===== src/rtl/dmem_arbiter.sv =====
// rtl/dmem_arbiter.sv - two-requester round-robin arbiter with lock and one-deep issue stage for the shared data memory
// Round-robin with optional locking feeds a registered issue stage; the memory's combinational RD is captured one cycle later.
module dmem_arbiter #(
  parameter int DEPTH    = 32,
  parameter int LOCK_MAX = 8
) (
  input  logic        clk,
  input  logic        rst_in,
  input  logic        r0_req,
  input  logic        r0_we,
  input  logic [31:0] r0_addr,
  input  logic [31:0] r0_wdata,
  input  logic        r0_lock,
  output logic        r0_gnt,
  output logic        r0_rvalid,
  output logic [31:0] r0_rdata,
  output logic        r0_err,
  input  logic        r1_req,
  input  logic        r1_we,
  input  logic [31:0] r1_addr,
  input  logic [31:0] r1_wdata,
  input  logic        r1_lock,
  output logic        r1_gnt,
  output logic        r1_rvalid,
  output logic [31:0] r1_rdata,
  output logic        r1_err,
  output logic        mem_we,
  output logic [31:0] mem_a,
  output logic [31:0] mem_wd,
  input  logic [31:0] mem_rd
);
  localparam int          CW         = $clog2(LOCK_MAX + 1);
  localparam logic [31:0] DEPTH_W    = 32'(DEPTH);
  localparam logic [CW-1:0] LOCK_MAX_W = CW'(LOCK_MAX);

  logic          rr_last_q, rr_last_d;
  logic          lock_act_q, lock_act_d;
  logic          lock_owner_q, lock_owner_d;
  logic [CW-1:0] lock_cnt_q, lock_cnt_d;
  logic          cmd_v_q, cmd_id_q, cmd_we_q, cmd_err_q;
  logic [31:0]   cmd_a_q, cmd_wd_q;
  logic          rsp_v_q, rsp_id_q, rsp_err_q;
  logic [31:0]   rsp_data_q, rsp_data_d;

  logic          elig0, elig1, gnt_any, win;
  logic          win_we, win_lock;
  logic [31:0]   win_addr, win_wdata;

  always_comb begin
    elig0     = r0_req & (~lock_act_q | ~lock_owner_q);
    elig1     = r1_req & (~lock_act_q | lock_owner_q);
    gnt_any   = rst_in & (elig0 | elig1);
    // On a tie the requester that did not win last time goes first.
    win       = (elig0 & elig1) ? ~rr_last_q : elig1;
    r0_gnt    = gnt_any & ~win;
    r1_gnt    = gnt_any & win;
    win_we    = win ? r1_we    : r0_we;
    win_lock  = win ? r1_lock  : r0_lock;
    win_addr  = win ? r1_addr  : r0_addr;
    win_wdata = win ? r1_wdata : r0_wdata;
  end

  always_comb begin
    rr_last_d    = rr_last_q;
    lock_act_d   = lock_act_q;
    lock_owner_d = lock_owner_q;
    lock_cnt_d   = lock_cnt_q;
    if (gnt_any) begin
      rr_last_d = win;
      if (lock_act_q) begin
        // Reaching LOCK_MAX releases instead of counting, so the other side gets the next tie.
        if (win_lock && ((lock_cnt_q + CW'(1)) < LOCK_MAX_W)) begin
          lock_cnt_d = lock_cnt_q + CW'(1);
        end else begin
          lock_act_d = 1'b0;
          lock_cnt_d = '0;
        end
      end else if (win_lock && (LOCK_MAX > 1)) begin
        lock_act_d   = 1'b1;
        lock_owner_d = win;
        lock_cnt_d   = CW'(1);
      end
    end
  end

  assign rsp_data_d = (cmd_v_q & ~cmd_we_q & ~cmd_err_q) ? mem_rd : 32'h0;

  always_ff @(posedge clk) begin
    if (!rst_in) begin
      rr_last_q    <= 1'b1;
      lock_act_q   <= 1'b0;
      lock_owner_q <= 1'b0;
      lock_cnt_q   <= '0;
      cmd_v_q      <= 1'b0;
      cmd_id_q     <= 1'b0;
      cmd_we_q     <= 1'b0;
      cmd_err_q    <= 1'b0;
      cmd_a_q      <= '0;
      cmd_wd_q     <= '0;
      rsp_v_q      <= 1'b0;
      rsp_id_q     <= 1'b0;
      rsp_err_q    <= 1'b0;
      rsp_data_q   <= '0;
    end else begin
      rr_last_q    <= rr_last_d;
      lock_act_q   <= lock_act_d;
      lock_owner_q <= lock_owner_d;
      lock_cnt_q   <= lock_cnt_d;
      cmd_v_q      <= gnt_any;
      cmd_id_q     <= win;
      cmd_we_q     <= win_we;
      cmd_err_q    <= (win_addr >= DEPTH_W);
      cmd_a_q      <= win_addr;
      cmd_wd_q     <= win_wdata;
      rsp_v_q      <= cmd_v_q;
      rsp_id_q     <= cmd_id_q;
      rsp_err_q    <= cmd_err_q;
      rsp_data_q   <= rsp_data_d;
    end
  end

  assign mem_we    = rst_in & cmd_v_q & cmd_we_q & ~cmd_err_q;
  assign mem_a     = cmd_v_q ? cmd_a_q  : 32'h0;
  assign mem_wd    = cmd_v_q ? cmd_wd_q : 32'h0;

  assign r0_rvalid = rsp_v_q & ~rsp_id_q;
  assign r1_rvalid = rsp_v_q & rsp_id_q;
  assign r0_rdata  = r0_rvalid ? rsp_data_q : 32'h0;
  assign r1_rdata  = r1_rvalid ? rsp_data_q : 32'h0;
  assign r0_err    = r0_rvalid & rsp_err_q;
  assign r1_err    = r1_rvalid & rsp_err_q;
endmodule


===== config.mk =====
export PLATFORM = sky130hd
export DESIGN_NAME = dmem_arbiter
export DESIGN_NICKNAME = d
export VERILOG_FILES = /design/src/rtl/dmem_arbiter.sv
export SDC_FILE = /design/constraint.sdc
export NUM_CORES = 1
export LEC_CHECK = 0
export CAP_MARGIN = 5
export CORE_ASPECT_RATIO = 0.8
export CORE_MARGIN = 10
export CORE_UTILIZATION = 37
export CTS_CLUSTER_DIAMETER = 200
export DETAILED_ROUTE_END_ITERATION = 12
export PLACE_DENSITY = 0.88
export SYNTH_ARGS = -nofsm -noshare
export SYNTH_HDL_FRONTEND = slang
export SYNTH_SLANG_ARGS = --single-unit

===== constraint.sdc =====
create_clock -name clk -period 2.3 [get_ports clk]
set_input_delay 0.575 -clock clk [delete_from_list [all_inputs] [get_ports clk]]
set_output_delay 0.575 -clock clk [all_outputs]
set_load 0.05 [all_outputs]

# Word-level counts from Yosys, hierarchy flattened
# Index checks and enable logic that the tools add are counted.
[word_totals]
ff_bits = 110
elab_cells = 62
[op_classes]
reduce_logical = 5
muxes = 15
order_cmp = 2
bitwise_logic = 25
addsub = 1
[ops]
columns = ["cell", "count"]
rows = [
  ["$mux 32", 6],
  ["$ge 32x6->1 const B", 1],
  ["$and 1x1->1", 15],
  ["$mux 4", 3],
  ["$not 1->1", 7],
  ["$mux 1", 6],
  ["$add 4x1->4 const B", 1],
  ["$lt 4x4->1 const B", 1],
  ["$reduce_and 2->1", 2],
  ["$or 1x1->1", 3],
  ["$reduce_and 3->1", 1],
  ["$reduce_bool 2->1", 1],
  ["$logic_and 1x1->1", 1],
]

# Logic depth before layout (Yosys ltp)
[depth]
word_depth = 9
ltp_mapped = 8
mapped_depth_nobuf = 5

# Least setup slack after synthesis
# OpenSTA, ideal clock, no wires.
[synth_timing]
path_kind = "input-to-output"
start = "in rst_in"
end = "out mem_we"
n_path_buf = 1
path_slack_ns = -0.272
required_time_ns = 1.725
path_stages = 3
arrival_ns = 1.997
cell_sequence = "buf_2 > nand2_1 > nor3b_1"
[synth_between]
elab_chain_cells = 3
[synth_lines]
columns = ["element", "line", "text"]
rows = [
  ["from (decl)", "8", "input logic rst_in,"],
  ["$and 1x1->1 (3 in series)", "122", "assign mem_we = rst_in & cmd_v_q & cmd_we_q & ~cmd_err_q;"],
  ["to (decl)", "27", "output logic mem_we,"],
]
# No other way between the ends.

# Worst setup path after layout
[layout_timing]
start = "in r1_req"
end = "out r0_gnt"
[layout_between]
elab_chain_cells = 5
[layout_lines]
columns = ["element", "line", "text"]
rows = [
  ["from (decl)", "18", "input logic r1_req,"],
  ["$and 1x1->1 (*)", "51", "elig1 = r1_req & (~lock_act_q | lock_owner_q);"],
  ["$and 1x1->1", "54", "win = (elig0 & elig1) ? ~rr_last_q : elig1;"],
  ["$mux 1", "54", ""],
  ["$not 1->1", "55", "r0_gnt = gnt_any & ~win;"],
  ["$and 1x1->1 (*)", "55", ""],
  ["to (decl)", "14", "output logic r0_gnt,"],
]
# Mark *: on every way between the ends. The rest lies on a longest branch, timed or not.

==> key figures <==
Yosys
  – Yosys cell types: 38
  – Number of synthesized flops with an enable pin: 0
  – Synthesis Warnings: 0
  – Flops & latches, synth: 110
  – Synth area leaders: dfxtp_1 (45%), and2_1 (17%), nand2_1 (10%)
  – Synthesized cell area: 0.00487 mm^2
  – Post-synth top area share: 45.2%
  – Mapped Cells: 580
  – Post-synth ARST share: 0%
  – Syn nets: 749
  – Register area share after synthesis: 45.2%
  – Top FF cell, synth: dfxtp_1
  – Cell taking the most area after synthesis: dfxtp_1
  – Synth Area per Inst: 8.40 um^2

Worst setup path
  – Crit path kind: in2out
  – Reg2Reg Launch Point: lock_owner_q
  – Reg2reg end: cmd_wd_q[30]
  – Data required, critical path: 1.73 ns
  – CP Launch Type: input port
  – Setup slack, reg-to-reg: 0.53 ns
  – CP Max Fanout: 6
  – Worst Path Arrival: 1.62 ns
  – Crit end category: output pin
  – Path depth of the worst reg2reg path: 7

Final layout
  – Area of the multi-input gates: 0.00250 mm^2
  – Fill cells: 763
  – Layout cells sized above 1: 21.6%
  – Commonest non-fill, non-tap cell in the layout: clkdlybuf4s50_1
  – Design Area, Final: 0.00984 mm^2
  – Commonest cells after routing, fill and taps aside: clkdlybuf4s50_1 (164), buf_12 (137), and2_1 (134), nand2_1 (134), dfxtp_1 (109)
  – Register area: 0.00220 mm^2
  – Fin nets: 1043
  – Area grow syn2layout: 102%

Die
  – Full die area: 0.0182 mm^2
  – Die height: 123 um
  – Rows: 37
  – IO Count: 303
  – Die extent in x: 148 um
  – Initial Util: 37.9%
  – Core footprint: 0.0129 mm^2

Pwr
  – Lkg Pwr: 0.00412 uW
  – VDD IR max: 356 uV
  – Pwr/cell area: 514 mW/mm^2
  – Total Power: 5060 uW

Drt
  – Vias: 5233
  – DRT iter0 DRCs: 318
  – Routed WL per cell: 19.8 um
  – Antenna-violating nets left: 0
  – DRC Markers: 0
  – Via/cell ratio: 4.96
  – Drt pass-1 iters: 5
  – Final WL: 20900 um

Run status
  – Status: complete, no violations

Clock tree
  – CTS sink cnt: 110
  – CTS Hold Bufs: 0
  – Clk buf depth: 2
  – CTS root buf: clkbuf_16
  – Inserted Clock Buffers: 9
  – H-tree levels: 3
  – TritonCTS clock tree: done
  – Clock latency on the worst-skew pair: 0.34 ns
  – Clock-pin slew on the worst setup and hold paths: 0.07 ns

Timing
  – Max Slew Vio Count: 0
  – Final period util: 95.5%
  – Slew margin rel.: 73.8%
  – Crit path time final: 2.20 ns
  – Final hold vios: 0
  – Worst slew pin tran: 0.389 ns
  – Clk_skew: 0.00789 ns
  – Final setup fails: 0
  – Post-route worst setup slack: 0.104 ns
  – RSZ-0062 raised after global routing: false
  – Fmax: 455 MHz

Hold path
  – Worst Hold Launch: cmd_id_q
  – Hold depth: 1
  – Hold Path Class: reg2reg
  – Hold Path End: rsp_id_q

Placed design
  – Port Buffers: 302
  – Placed Area: 0.00951 mm^2
  – Post-DP HPWL: 17100 um
  – GP Congestion: 0.888
  – Dpl ws: -0.164 ns

GRT
  – Initial antenna violation count: 1
  – First-pass GRT wire length: 31000 um
  – Vias in the first global route: 5455
  – Largest net degree at the start of global routing: 50
  – GR Util All Layers: 21.8%
  – Grt ovf: 0

Flow run
  – Max-cap violations: 0
power by group:
group,internal [uW],switching (uW)
Sequential,2020,42.2
Combinational,652,623
Clock,995,722
Total,3670,1390
per-stage QoR:
| step | setup TNS, ns | std cells | util, % | hold slack, ns |
|---|---|---|---|---|
| 2_1_floorplan | 0 | 580 | - | 0.412 |
| 3_3_place_gp | -0.269 | 1038 | 73.9 | 0.417 |
| 3_5_place_dp | -1.60 | 1038 | 73.9 | 0.424 |
| 4_1_cts | 0 | 1054 | 76.4 | 0.451 |
| 5_1_grt | 0 | 1055 | 76.5 | 0.490 |
| 6_report | 0 | 1055 | 76.5 | 0.450 |
cell usage after synthesis, types with 4 or more instances:
| master | instances |
|---|---|
| nor4_1 | 13 |
| and2_1 | 134 |
| buf_2 | 7 |
| and3_1 | 35 |
| nand3_1 | 5 |
| inv_1 | 4 |
| clkbuf_1 | 34 |
| dfxtp_1 | 110 |
| a21boi_0 | 65 |
| nand2_1 | 134 |
sequential cells by signal (all words and copies together) (netlist names):
name          flops
rsp_err_q         1
rsp_v_q           1
cmd_we_q          1
rsp_id_q          1
lock_owner_q      1
cmd_id_q          1
cmd_err_q         1
lock_cnt_q        4
cmd_a_q          32
rr_last_q         1
cmd_wd_q         32
rsp_data_q       32
cmd_v_q           1
lock_act_q        1
area by class of cell:
| type | instances | area share, % |
|---|---|---|
| diodes | 1 | 0.0254 |
| clock buffers | 10 | 2.43 |
| clock inverters | 6 | 0.941 |
| inverters | 4 | 0.153 |
| multi-input cells | 423 | 25.4 |
| flip-flops and latches | 110 | 22.4 |
| well taps | 175 | 2.23 |
| repair buffers | 326 | 46.5 |
worst max-delay path: stages:
cell and delay [ns]:
dlygate4sd2_1 0.32, mux2i_2 0.15, a21oi_4 0.18, nand2_1 0.10
nor2_2 0.10, buf_4 0.19
per-layer routing:
metal,wire length [um],share of wire (%),vias to the layer above,global-route usage (%)
met5,0,0,-,0
met4,660,3.2,0,8.16
met3,2170,10,41,9.45
met2,10600,51,266,39.2
met1,7490,36,2452,22.2
li1,-,-,2474,-
timing repair:
item / 4_1_cts / 5_1_grt
endpoints found under the hold margin: 0 / 0
buffers inserted: 0 / 0
setup endpoints to repair: 2 / 0
gates resized for setup: 3 / 0
worst max-delay path by stage:
stage	startpoint	to	slack, ns	cells after the start
floorplan	r0_req	r1_gnt	0.03	6
global placement	r1_req	r0_gnt	-0.12	6
detailed placement	r1_req	r0_gnt	-0.16	6
CTS	r1_req	r0_gnt	0.1	6
global route	r1_req	r0_gnt	0.01	6
finish	r1_req	r0_gnt	0.10	6
cells by family (layout without fill, tap and decap cells):
logic type	Yosys count	after routing	share of synthesized area (%)
AO/OA/AOI/OAI	79	79	13.2
multiplexers	3	3	0.770
XOR/XNOR	1	1	0.180
AND/OR/NAND/NOR	339	339	36.4
buffers and inverters	47	346	4.03
other	0	1	0
flip-flops	110	110	45.2
adder cells (fa/ha/maj)	1	1	0.257
No activity file was read; power rests on OpenSTA's default activity.
